$ cat config.mk
export PLATFORM = sky130hd
export DESIGN_NAME = servo_pwm_bank
export DESIGN_NICKNAME = d
export VERILOG_FILES = /design/src/rtl/servo_pwm_bank.sv
export SDC_FILE = /design/constraint.sdc
export NUM_CORES = 1
export LEC_CHECK = 0
export CELL_PAD_IN_SITES_DETAIL_PLACEMENT = 2
export CELL_PAD_IN_SITES_GLOBAL_PLACEMENT = 2
export CORE_ASPECT_RATIO = 0.9
export CORE_MARGIN = 3
export CORE_UTILIZATION = 36
export CTS_BUF_LIST = sky130_fd_sc_hd__clkbuf_4 sky130_fd_sc_hd__clkbuf_8
export CTS_CLUSTER_DIAMETER = 30
export CTS_CLUSTER_SIZE = 12
export DETAILED_ROUTE_END_ITERATION = 10
export GPL_TIMING_DRIVEN = 1
export PLACE_DENSITY = 0.71
export SYNTH_ARGS = -nofsm -noshare
export SYNTH_HDL_FRONTEND = slang
export SYNTH_SLANG_ARGS = --single-unit
$ cat constraint.sdc
create_clock -name clk -period 2.8 [get_ports clk]
set_input_delay 0.28 -clock clk [delete_from_list [all_inputs] [get_ports clk]]
set_output_delay 0.28 -clock clk [all_outputs]
set_load 0.1 [all_outputs]
$ cat src/rtl/servo_pwm_bank.sv
// Multi-channel servo PWM; shadow positions load atomically into the active set at each frame boundary.
// pwm_out is registered one clk behind frame_cnt; writes are accepted every cycle with no backpressure.
module servo_pwm_bank #(
  parameter int CHANNELS     = 2,
  parameter int WIDTH        = 8,
  parameter int PRESCALE     = 50,
  parameter int PERIOD_TICKS = 20000,
  parameter int MIN_TICKS    = 1000,
  parameter int STEP_TICKS   = 4,
  parameter int MAX_TICKS    = 2000,
  localparam int CW = (CHANNELS > 1) ? $clog2(CHANNELS) : 1
) (
  input  logic                clk,
  input  logic                rst,
  input  logic                wr_en,
  input  logic [CW-1:0]       wr_chan,
  input  logic [WIDTH-1:0]    wr_pos,
  input  logic                wr_enable,
  output logic [CHANNELS-1:0] pwm_out,
  output logic                frame_start,
  output logic                update_pending
);

  localparam int PW = (PRESCALE > 1) ? $clog2(PRESCALE) : 1;
  localparam int FW = (PERIOD_TICKS > 1) ? $clog2(PERIOD_TICKS) : 1;
  localparam logic [PW-1:0] PS_LAST = PW'(PRESCALE - 1);
  localparam logic [FW-1:0] FR_LAST = FW'(PERIOD_TICKS - 1);

  logic [PW-1:0]       prescale_cnt;
  logic [FW-1:0]       frame_cnt;
  logic                tick;
  logic                load_evt;
  logic                wr_accept;

  logic [WIDTH-1:0]    shadow_pos   [CHANNELS];
  logic [CHANNELS-1:0] shadow_en;
  logic [FW-1:0]       pulse_active [CHANNELS];
  logic [CHANNELS-1:0] en_active;

  // Clamped pulse width fits in FW bits because MAX_TICKS < PERIOD_TICKS.
  function automatic logic [FW-1:0] pulse_width(input logic [WIDTH-1:0] pos);
    logic [31:0] raw;
    raw = 32'(MIN_TICKS) + 32'(pos) * 32'(STEP_TICKS);
    if (raw > 32'(MAX_TICKS)) begin
      raw = 32'(MAX_TICKS);
    end
    return raw[FW-1:0];
  endfunction

  assign tick      = (prescale_cnt == PS_LAST);
  assign load_evt  = tick && (frame_cnt == FR_LAST);
  assign wr_accept = wr_en && (32'(wr_chan) < 32'(CHANNELS));

  always_ff @(posedge clk or negedge rst) begin
    if (!rst) begin
      prescale_cnt <= '0;
      frame_cnt    <= '0;
    end else begin
      if (tick) begin
        prescale_cnt <= '0;
        if (frame_cnt == FR_LAST) begin
          frame_cnt <= '0;
        end else begin
          frame_cnt <= frame_cnt + 1'b1;
        end
      end else begin
        prescale_cnt <= prescale_cnt + 1'b1;
      end
    end
  end

  always_ff @(posedge clk or negedge rst) begin
    if (!rst) begin
      for (int i = 0; i < CHANNELS; i++) begin
        shadow_pos[i] <= '0;
      end
      shadow_en <= '0;
    end else begin
      for (int i = 0; i < CHANNELS; i++) begin
        if (wr_accept && (wr_chan == CW'(i))) begin
          shadow_pos[i] <= wr_pos;
          shadow_en[i]  <= wr_enable;
        end
      end
    end
  end

  // Same-cycle write and load: the load samples the shadow before the write lands.
  always_ff @(posedge clk or negedge rst) begin
    if (!rst) begin
      for (int i = 0; i < CHANNELS; i++) begin
        pulse_active[i] <= '0;
      end
      en_active   <= '0;
      frame_start <= 1'b0;
    end else begin
      frame_start <= load_evt;
      if (load_evt) begin
        for (int i = 0; i < CHANNELS; i++) begin
          pulse_active[i] <= pulse_width(shadow_pos[i]);
        end
        en_active <= shadow_en;
      end
    end
  end

  always_ff @(posedge clk or negedge rst) begin
    if (!rst) begin
      pwm_out <= '0;
    end else begin
      for (int i = 0; i < CHANNELS; i++) begin
        pwm_out[i] <= en_active[i] && (frame_cnt < pulse_active[i]);
      end
    end
  end

  always_ff @(posedge clk or negedge rst) begin
    if (!rst) begin
      update_pending <= 1'b0;
    end else if (wr_accept) begin
      update_pending <= 1'b1;
    end else if (load_evt) begin
      update_pending <= 1'b0;
    end
  end

endmodule

Word level (Yosys, flattened, before mapping):

Cells that the tools add are included.

* add/sub/neg operators: 4
* reduce and logical (&&, ||, !) cells: 6
* magnitude comparators: 4
* multiplexer cells: 6
* bitwise logic cells: 1
* equal/unequal tests: 2

Operators with widths (number)
* 15-bit < comparator: 2
* 10-bit by 10-bit adder with 11-bit output (first input constant): 2
* 11-bit > comparator (second input constant): 2
* 11-bit two-way mux: 2
* 15-bit by 1-bit adder with 15-bit output (second input constant): 1
* 15-bit equality test (second input constant): 1
* 15-bit two-way mux: 1
* 6-bit by 1-bit adder with 6-bit output (second input constant): 1
* 6-bit equality test (second input constant): 1
* 6-bit two-way mux: 1
* 1-bit logical AND: 5
* 1-bit two-way mux: 2
* 2-bit nonzero test: 1
* 1-bit inverter: 1

* output and inout port bits: 4
* register bits: 75
* logic and storage cells: 35
* bits of input ports: 13

Longest topological paths before layout:

* depth in word-level cells: 4
* gate-level depth with buffers: 9
* gate-level depth less buffers: 8

Worst setup path after synthesis:

No wires, ideal clock.

* path kind: reg-to-reg
* from: reg shadow_pos[10] (netlist name)
* to: reg pulse_active[17] (netlist name)
* path buffers: 0
* setup time: 0.120 ns
* setup slack: 0.861 ns
* arrival: 1.818 ns
* required time: 2.680 ns
* period minus slack after synthesis: 1.939 ns
* cell stages (with the launch flop): 7
* cell sequence: dfrtp_1 -> ha_1 -> or4_1 -> a21oi_1 -> o22a_1 -> o221ai_1 -> a31o_2

* word-level cells in the longest chain between the ends: 3

Ends and longest elaborated chain
* from (decl): RTL line 35 `logic [WIDTH-1:0] shadow_pos [CHANNELS];`
* from (signal, indexed assignment): RTL line 81 `shadow_pos[i] <= wr_pos;`
* 10-bit by 10-bit adder with 11-bit output: RTL line 43 `raw = 32'(MIN_TICKS) + 32'(pos) * 32'(STEP_TICKS);`
* 11-bit > comparator: RTL line 44 `if (raw > 32'(MAX_TICKS)) begin`
* 11-bit two-way mux: RTL line 44
* to (signal, indexed assignment): RTL line 100 `pulse_active[i] <= pulse_width(shadow_pos[i]);`
* to (decl): RTL line 37 `logic [FW-1:0] pulse_active [CHANNELS];`

Every way passes these cells.
A chain may end at the register's enable or synchronous reset.

Final worst setup path:

* from: reg shadow_pos[1] (netlist name)
* to: reg pulse_active[2] (netlist name)

The elaborated chain is that of the path after synthesis.

==> reports/qor.txt <==
Status: finished clean
Syn Area/Cell: 9.91 um^2
Largest cells by area after synthesis: dfrtp_1 (47%), ha_1 (7.8%), mux2_2 (6.0%)
HPWL after DPL: 6.34 mm
Maximum clock frequency: 449 MHz
Critical path fanouts, max: 10
Post-Syn Nets: 374
Met1 usage: 23.7%
Area delta synth->final: 14.3%
Reg-to-Reg Start: shadow_pos[1]
Pre-Repair DR Iteration Count: 4
Synthesized instance count: 340
CTS Root Cell: clkbuf_8
Most common cell in the netlist: dfrtp_1
Combinational share of power: 10.9%
PwrDens: 529 nW/um^2
Sequential share of the synthesized area: 46.8%
Number of I/O pins: 17
Synthesized area: 3370 um^2
Core ar.: 8850 um^2
Num CTS Buffers: 9
Slew Limit Fails: 0
Fill cells: 978
Power Internal: 0.00147 W
Hold Crit Class: input pin to asynchronous set/reset pin
Required time worst endpoint: 3.03 ns
Setup CP Type: flip-flop to flip-flop
Share of cells above drive strength 1: 13.7%
Post-synth top area share: 46.8%
Initial antenna violation count: 0
Skew-Pair Late Insertion Delay: 0.34 ns
Crit path time final: 2.22 ns
Total track usage: 17.5%
Maximum vdd drop: 211 uV
DRC viols: 0
Sw Share: 27.7%
WHS: 0.346 ns
Final instance area: 3850 um^2
Part of the power in registers: 50.2%
H-tree levels: 3
Largest net degree at the start of global routing: 33
Clock transition at the registers of the reported paths: 0.08 ns
Per-cell routed wire length: 17.3 um
TritonCTS Sinks: 63
Synth async-reset ratio: 100%
Ant diodes: 0
GRT busiest layer: met2
Final Hold Viols: 0
Global-route wire length before repair: 14.5 mm
Post-synth cell types: 43
Place WS: 0.598 ns
R2R depth: 6
Die height: 97.8 um
Clk pwr share: 38.9%
Die width: 108 um
Crit. End Element: flip-flop
Critical Path AT: 2.45 ns
Global routing met2 resource utilization: 28.4%
Vias in the first global route: 2787
Post-CTS setup buffers: 0
Setup TNS: 0 ns
Initial Util: 38.1%
Clk_skew: 0.00784 ns
Port buffer count: 16
Clk buf depth: 2
Final setup vio count: 0
Slew margin rel.: 55.5%
Post-synth EDFFs: 0
Via-per-instance ratio: 5.31
Synth area leader: dfrtp_1
RePlAce Congestion: 0.762
R2R Setup Slk: 0.58 ns
Synth warn: 0
Yosys reg bits: 63
GR Overflow Total: 0
Final WS setup: 0.575 ns
Slew of the pin with the lowest slew margin: 0.665 ns
Most frequent cells after synthesis: dfrtp_1 (63), nand2_1 (41), nor2_1 (33), ha_1 (21), inv_1 (20)
RSZ-0062 raised after global routing: false
Startpoint Class: flip-flop
Crit path from: shadow_pos[1]
Met3 Resource Use GR: 3.97%
Multi-input logic area: 1660 um^2
Final period utilization: 79.5%
Fin nets: 394
Placed Area: 3640 um^2
Die area: 10600 um^2
Reg2reg end: pulse_active[2]
CTS tree: done
Wirelength, routed: 8.38 mm
Leak Pwr: 1.69 nW
Register Area: 1580 um^2
DR iter-0 viols: 65
Max-cap violations: 0
Standard-cell rows: 32
Psw: 0.000564 W
Total number of vias: 2571
DRT antenna net count: 0
Synth Flop Type: dfrtp_1
-- timing repair --
item / 4_1_cts / 5_1_grt
setup endpoints to repair: 0 / 0
hold buffers: 1 / 0
endpoints found under the hold margin: 9 / 0
gates resized for setup: 0 / 0
-- worst max path at each step --
stage,cells after the start,to,slack (ns)
6_report,6,pulse_active[2],0.58
5_1_grt,6,pulse_active[17],0.40
4_1_cts,6,pulse_active[17],0.57
3_5_place_dp,6,pulse_active[2],0.60
3_3_place_gp,6,pulse_active[17],0.64
2_1_floorplan,6,pulse_active[17],0.86
-- cell families (layout without fill, tap and decap cells) --
logic type      Yosys count  count (layout)  synth area share [%]
simple gates            127             127                  18.9
flops                    63              63                  46.8
compound gates           51              51                  9.54
buf+inv                  34              59                  4.08
xor+xnor                 24              24                  6.24
fa+ha+maj                21              21                  7.80
mux                      20              20                  6.61
-- per-layer routing --
layer,up-vias,wire length (um)
met5,-,0
met4,0,82
met3,8,165
met2,27,3970
met1,1316,4160
li1,1220,-
-- metrics by stage --
step	power [W]	util, %	std cells
2_1_floorplan	0.00117	-	340
3_3_place_gp	0.00126	41.2	467
3_5_place_dp	0.00127	41.2	467
4_1_cts	0.00208	43.5	484
5_1_grt	0.00216	43.5	484
6_report	0.00204	43.5	484
-- worst max-delay path, stage by stage (launching register included) --
cell	delay, ns
dfrtp_1	0.50
ha_1	0.32
or4_1	0.54
a21oi_1	0.13
o22a_1	0.16
o221ai_1	0.17
a31o_2	0.29
-- power groups by stage --
| stage | Clock [W] | Sequential [W] | Combinational [W] |
|---|---|---|---|
| 3_5_place_dp | 0 | 0.00104 | 0.000227 |
| 3_3_place_gp | 0 | 0.00104 | 0.000216 |
| 6_report | 0.000792 | 0.00102 | 0.000222 |
| 4_1_cts | 0.000826 | 0.00102 | 0.000229 |
| 5_1_grt | 0.000872 | 0.00103 | 0.000250 |
| 2_1_floorplan | 0 | 0.000991 | 0.000181 |
-- final cells by class --
class	count	area share, %
clock buffer	9	3.22
clock inverter	7	1.92
inverter	21	2.05
multi-input combinational	243	43.0
sequential	63	40.9
tap	119	3.87
timing repair buffer	22	5.00
-- sequential cells by signal, indices dropped and copies added (netlist names) --
name,flops
en_active,2
frame_cnt,15
prescale_cnt,6
shadow_en,2
frame_start,1
shadow_pos,16
pwm_out,2
update_pending,1
pulse_active,18
-- placed cells by master, fill, tap and decap left out, types with 2 or more instances in the layout --
master | synthesis | layout
and4b_1 | 3 | 3
a211o_1 | 4 | 4
mux2i_1 | 2 | 2
clkbuf_8 | 0 | 9
or4_1 | 2 | 2
and4_1 | 2 | 2
nand4b_1 | 2 | 2
xor2_1 | 6 | 6
buf_4 | 0 | 9
xnor2_1 | 18 | 18
dfrtp_1 | 63 | 63
a21boi_0 | 3 | 3
mux2_2 | 18 | 18
nand3_1 | 13 | 13
nor2_1 | 33 | 33
or2_4 | 2 | 2
nand3b_1 | 2 | 2
a31oi_1 | 2 | 2
a21oi_1 | 14 | 14
o21ai_0 | 16 | 16
o22a_1 | 2 | 2
clkinv_2 | 0 | 2
nand4_1 | 5 | 5
inv_1 | 20 | 20
clkdlybuf4s50_1 | 0 | 11
nand2b_1 | 2 | 2
a22oi_1 | 2 | 2
nor3_1 | 8 | 8
ha_1 | 21 | 21
clkinv_4 | 0 | 3
nor2b_1 | 3 | 3
o221ai_1 | 2 | 2
a31o_2 | 2 | 2
a22o_1 | 2 | 2
nand2_1 | 41 | 41
nor4_1 | 2 | 2
or3_1 | 2 | 2
No activity file was read; power rests on OpenSTA's default activity.
==> edit 1, RTL diff (same settings) <==
Change the parameter `PERIOD_TICKS` from 20000 to 80000.
--- a/src/rtl/servo_pwm_bank.sv
+++ b/src/rtl/servo_pwm_bank.sv
@@ -6,3 +6,3 @@
   parameter int PRESCALE     = 50,
-  parameter int PERIOD_TICKS = 20000,
+  parameter int PERIOD_TICKS = 80000,
   parameter int MIN_TICKS    = 1000,
Check against the original RTL: no difference found for any inputs over 10 cycles, from zero or initial values and one cycle with rst low; that may be too few to reach the edited logic, so the function may still have changed.
==> edit 1 against the original RTL <==
- synthesized area increased by 5.1%
- sequential share of layout area decreased by 0.83 points
- die area increased by 4.8%
- global-route usage up 1.1 points
- synthesized cell count is 0.29% lower
- wire length rose by 14%
- fmax shrank 1.8%
- sequential cell count increased by 2
- power is 5.8% higher
- utilization is 0.066 points lower
- count of clock-buffer cells in the layout up 5
- setup slack got worse by 42 ps
- design area is 5.3% higher
- critical path type unchanged
- critical endpoint is now pulse_active[3]
- largest cell class unchanged
- highest routed layer unchanged
==> edit 1: results (changes against the original RTL) <==
hold slack 106 ps (was 346 ps); Post-CTS Setup Bufs 0 (unchanged); DP Wirelength 6.96 mm (was 6.34 mm); Synth Area in Compound Gates 11.3% (was 9.54%); FFs w/ async S/R, synth 100% (unchanged); Post-Synth Adder-Cell Area 7.42% (was 7.80%); post-synth top area share 45.9% (was 46.8%); ant diodes 0 (unchanged); largest cells by area after synthesis dfrtp_1, ha_1, mux2_2, xnor2_1, nand2_1 (unchanged); Placed Cells 474 (was 467); Vias/cell 5.40 (was 5.31); CP arrival 2470 ps (was 2450 ps); gr usage total 18.6% (was 17.5%); routed wire length 9.52 mm (was 8.38 mm); port bufs 16 (unchanged); final hold violations 0 (unchanged); static leakage power 1.75 nW (was 1.69 nW); XOR/XNOR Fraction of Synth Area 5.44% (was 6.24%); Iter 0 DRT Violations 97 (was 65); via count 2647 (was 2571); dpl cell area 3840 sq um (was 3640 sq um); initial antenna violation count 0 (unchanged); Peak supply drop 278 uV (was 211 uV); post-synthesis sequential area ratio 45.9% (was 46.8%); Post-synth EDFFs 0 (unchanged); synth cell count leaders dfrtp_1, nand2_1, nor2_1 (unchanged); Max stage delay on crit path 490 ps (was 540 ps); status complete, no violations (unchanged); Top Family by Delay on Critical Path simple AND/OR/NAND/NOR gates (was compound AO/OA/AOI/OAI gates); number of buffers created by CTS 9 (unchanged); gpl congestion 0.781 (was 0.762); r2r setup slk 530 ps (was 580 ps); Switching Fraction 26.2% (was 27.7%); final layout net count 397 (was 394); net count after synthesis 373 (was 374); Syn Area/Cell 10.4 sq um (was 9.91 sq um); share of the clock period used by the worst path 80.9% (was 79.5%); multiplexer share of the synthesized area 6.25% (was 6.61%); Power, Total 2.16 mW (was 2.04 mW); Worst Hold Class primary input to asynchronous set/reset pin (unchanged); largest net degree at the start of global routing 43 (was 33); Slew headroom 31.3% (was 55.5%); Worst-Skew Late Latency approximately 350 ps; Clock Skews 8.62 ps (was 7.84 ps); Worst R2R Path Depth 6 (unchanged); Worst Setup SP frame_cnt[0] (was shadow_pos[1]); share of cells above drive strength 1 17.4% (was 13.7%); maximum buffer depth of the clock tree 2 (unchanged); reported clock group power 873 uW (was 792 uW); Place WS 512 ps (was 598 ps); global-route wire length before repair 16.1 mm (was 14.5 mm); Crit Path Max Fanout 12 (was 10); RR Endpoint pulse_active[3] (was pulse_active[2]); sequential logic power 1.06 mW (was 1.02 mW); post-synth cell types 56 (was 43); Max stage delay cell, worst path nor3_4 (was or4_1); Largest regs pulse_active x18, frame_cnt x17, shadow_pos x16 (was pulse_active x18, shadow_pos x16, frame_cnt x15); number of global-route vias before repair 2970 (was 2787)
## edit 1: changes by cell type in the layout (fill, tap and decap cells not counted), sizes merged, moves of 4 or more
cell	delta
a211oi	+7
a21o	+6
and3	+4
clkbuf	+5
clkinv	-4
nand2	-11
nand2b	+5
nor2	-8
o21ai	-4
## edit 1: how the worst max path moves through the flow
stage,end,depth (start not counted)
after floorplan,pulse_active[3],5
after global placement,pulse_active[3],5
after detailed placement,pulse_active[3],6
after CTS,pulse_active[3],6
after global routing,pulse_active[3],6
final,pulse_active[3],6
## edit 1: layer usage
layer / global-route usage (%) / up-vias / wire length [um]
li1: - / 1256 / -
met1: 23.9 / 1356 / 4510
met2: 31.1 / 22 / 4610
met3: 4.04 / 13 / 206
met4: 7.01 / 0 / 185
met5: 0 / - / 0
## edit 1: cell type report
type                            count  area (sq um)
Clock buffer                       14           180
Clock inverter                      2          35.0
Fill cell                        1009          5280
Inverter                           21          78.8
Multi-Input combinational cell    243          1780
Sequential cell                    65          1630
Tap cell                          122           153
Timing Repair Buffer               23           198
==> edit 2, RTL diff (same flow settings) <==
Made on the original files. Make the reset (`rst`) synchronous in 5 clocked blocks.
--- a/src/rtl/servo_pwm_bank.sv
+++ b/src/rtl/servo_pwm_bank.sv
@@ -53,3 +53,3 @@
 
-  always_ff @(posedge clk or negedge rst) begin
+  always_ff @(posedge clk) begin
     if (!rst) begin
@@ -71,3 +71,3 @@
 
-  always_ff @(posedge clk or negedge rst) begin
+  always_ff @(posedge clk) begin
     if (!rst) begin
@@ -88,3 +88,3 @@
   // Same-cycle write and load: the load samples the shadow before the write lands.
-  always_ff @(posedge clk or negedge rst) begin
+  always_ff @(posedge clk) begin
     if (!rst) begin
@@ -106,3 +106,3 @@
 
-  always_ff @(posedge clk or negedge rst) begin
+  always_ff @(posedge clk) begin
     if (!rst) begin
@@ -116,3 +116,3 @@
 
-  always_ff @(posedge clk or negedge rst) begin
+  always_ff @(posedge clk) begin
     if (!rst) begin
Function: differs if rst is asserted again (counterexample within 4 cycles, from zero or initial values and one cycle with rst low); with rst held inactive, the same outputs for 10 cycles.
==> edit 2 against the original RTL <==
- count of clock-buffer cells in the layout unchanged
- design area down 5.3%
- sequential cell count unchanged
- power down 5.3%
- synthesized area down 5.8%
- die area down 5.5%
- wire length down 5.9%
- highest routed layer unchanged
- setup slack better by 29 ps
==> edit 2: results (changes against the original RTL) <==
status complete, no violations (unchanged); Slew headroom 56.4% (was 55.5%); Post-CTS Setup Bufs 0 (unchanged); Post-synth EDFFs 34 (was 0); Max stage delay on crit path 500 ps (was 540 ps); sequential logic power 1.06 mW (was 1.02 mW); met2 WL post-DR 3.62 mm (was 3.97 mm); FILL cells 921 (was 978); synth cell count leaders nor2_1, edfxtp_1, dfxtp_1 (was dfrtp_1, nand2_1, nor2_1); RR Endpoint frame_cnt[6] (was pulse_active[2]); Place WS 585 ps (was 598 ps); global-route wire length before repair 13.2 mm (was 14.5 mm); final layout net count 365 (was 394); post-synthesis sequential area ratio 50.5% (was 46.8%); Routed met3 length 209 um (was 165 um); CP arrival 2430 ps (was 2450 ps); GRT met3 Usage 3.93% (was 3.97%); GR Util met2 27.2% (was 28.4%); post-synth cell types 50 (was 43); FFs w/ async S/R, synth 0% (was 100%); gpl congestion 0.741 (was 0.762); Iter 0 DRT Violations 68 (was 65); share of the clock period used by the worst path 78.4% (was 79.5%); grt met1 use 24.0% (was 23.7%); Ys Warns 0 (unchanged); DP Wirelength 5.99 mm (was 6.34 mm); r2r setup slk 600 ps (was 580 ps); reported clock group power 703 uW (was 792 uW); Switching Fraction 27.0% (was 27.7%); net count after synthesis 340 (was 374); share of cells above drive strength 1 10.7% (was 13.7%); met1 wire length 3.94 mm (was 4.16 mm); number of global-route vias before repair 2432 (was 2787); largest net degree at the start of global routing 29 (was 33); Clock Skews 6.97 ps (was 7.84 ps); WL/cell 17.5 um (was 17.3 um); RR Startpoint frame_cnt[0] (was shadow_pos[1]); Worst Hold Class flop to flop (was primary input to asynchronous set/reset pin); Worst R2R Path Depth 7 (was 6); Crit Path Max Fanout 28 (was 10); Max stage delay cell, worst path nand2_2 (was or4_1); static leakage power 1.47 nW (was 1.69 nW); Top Family by Delay on Critical Path simple AND/OR/NAND/NOR gates (was compound AO/OA/AOI/OAI gates); Most used DFF post-synth edfxtp_1 (was dfrtp_1); Peak supply drop 290 uV (was 211 uV)
## edit 2: cell types whose count changed after synthesis, moves of 5 or more
cell / before / now
a21oi_1: 14 / 7
and3_1: 1 / 13
clkbuf_1: 10 / 4
dfrtp_1: 63 / 0
dfxtp_1: 0 / 29
edfxtp_1: 0 / 34
mux2_2: 18 / 0
nand2_1: 41 / 23
nand3_1: 13 / 6
o21ai_0: 16 / 5
o21ai_1: 0 / 5
xnor2_1: 18 / 13
xor2_1: 6 / 13
## edit 2: cells by family (layout without fill, tap and decap cells)
| kind of cell | Yosys count | after routing | share of synthesized area [%] |
|---|---|---|---|
| buffers and inverters | 33 | 63 | 4.18 |
| AO/OA/AOI/OAI | 41 | 41 | 9.03 |
| XOR/XNOR | 26 | 26 | 7.18 |
| AND/OR/NAND/NOR | 121 | 121 | 20.5 |
| flip-flops | 63 | 63 | 50.5 |
| adder cells (fa/ha/maj) | 21 | 21 | 8.28 |
| multiplexers | 1 | 1 | 0.315 |
## edit 2: cell type report
class	instances	area, sq um	share of cell area (%)
clock inverter	7	48.8	1.34
clock buffer	9	124	3.40
inverter	26	100	2.75
timing repair buffer	21	188	5.15
tap	115	144	3.95
multi-input combinational	210	1440	39.5
sequential	63	1600	43.9
## edit 2: stage by stage
stage / power, mW / std cells / utilization, % / area [sq um] / hold WS (ps)
finish: 1.93 / 451 / 43.9 / 3640 / 465
global route: 2.03 / 451 / 43.9 / 3640 / 519
CTS: 1.96 / 451 / 43.9 / 3640 / 476
detailed placement: 1.25 / 435 / 41.8 / 3470 / 459
global placement: 1.24 / 435 / 41.8 / 3470 / 453
floorplan: 1.18 / 306 / - / 3170 / 428
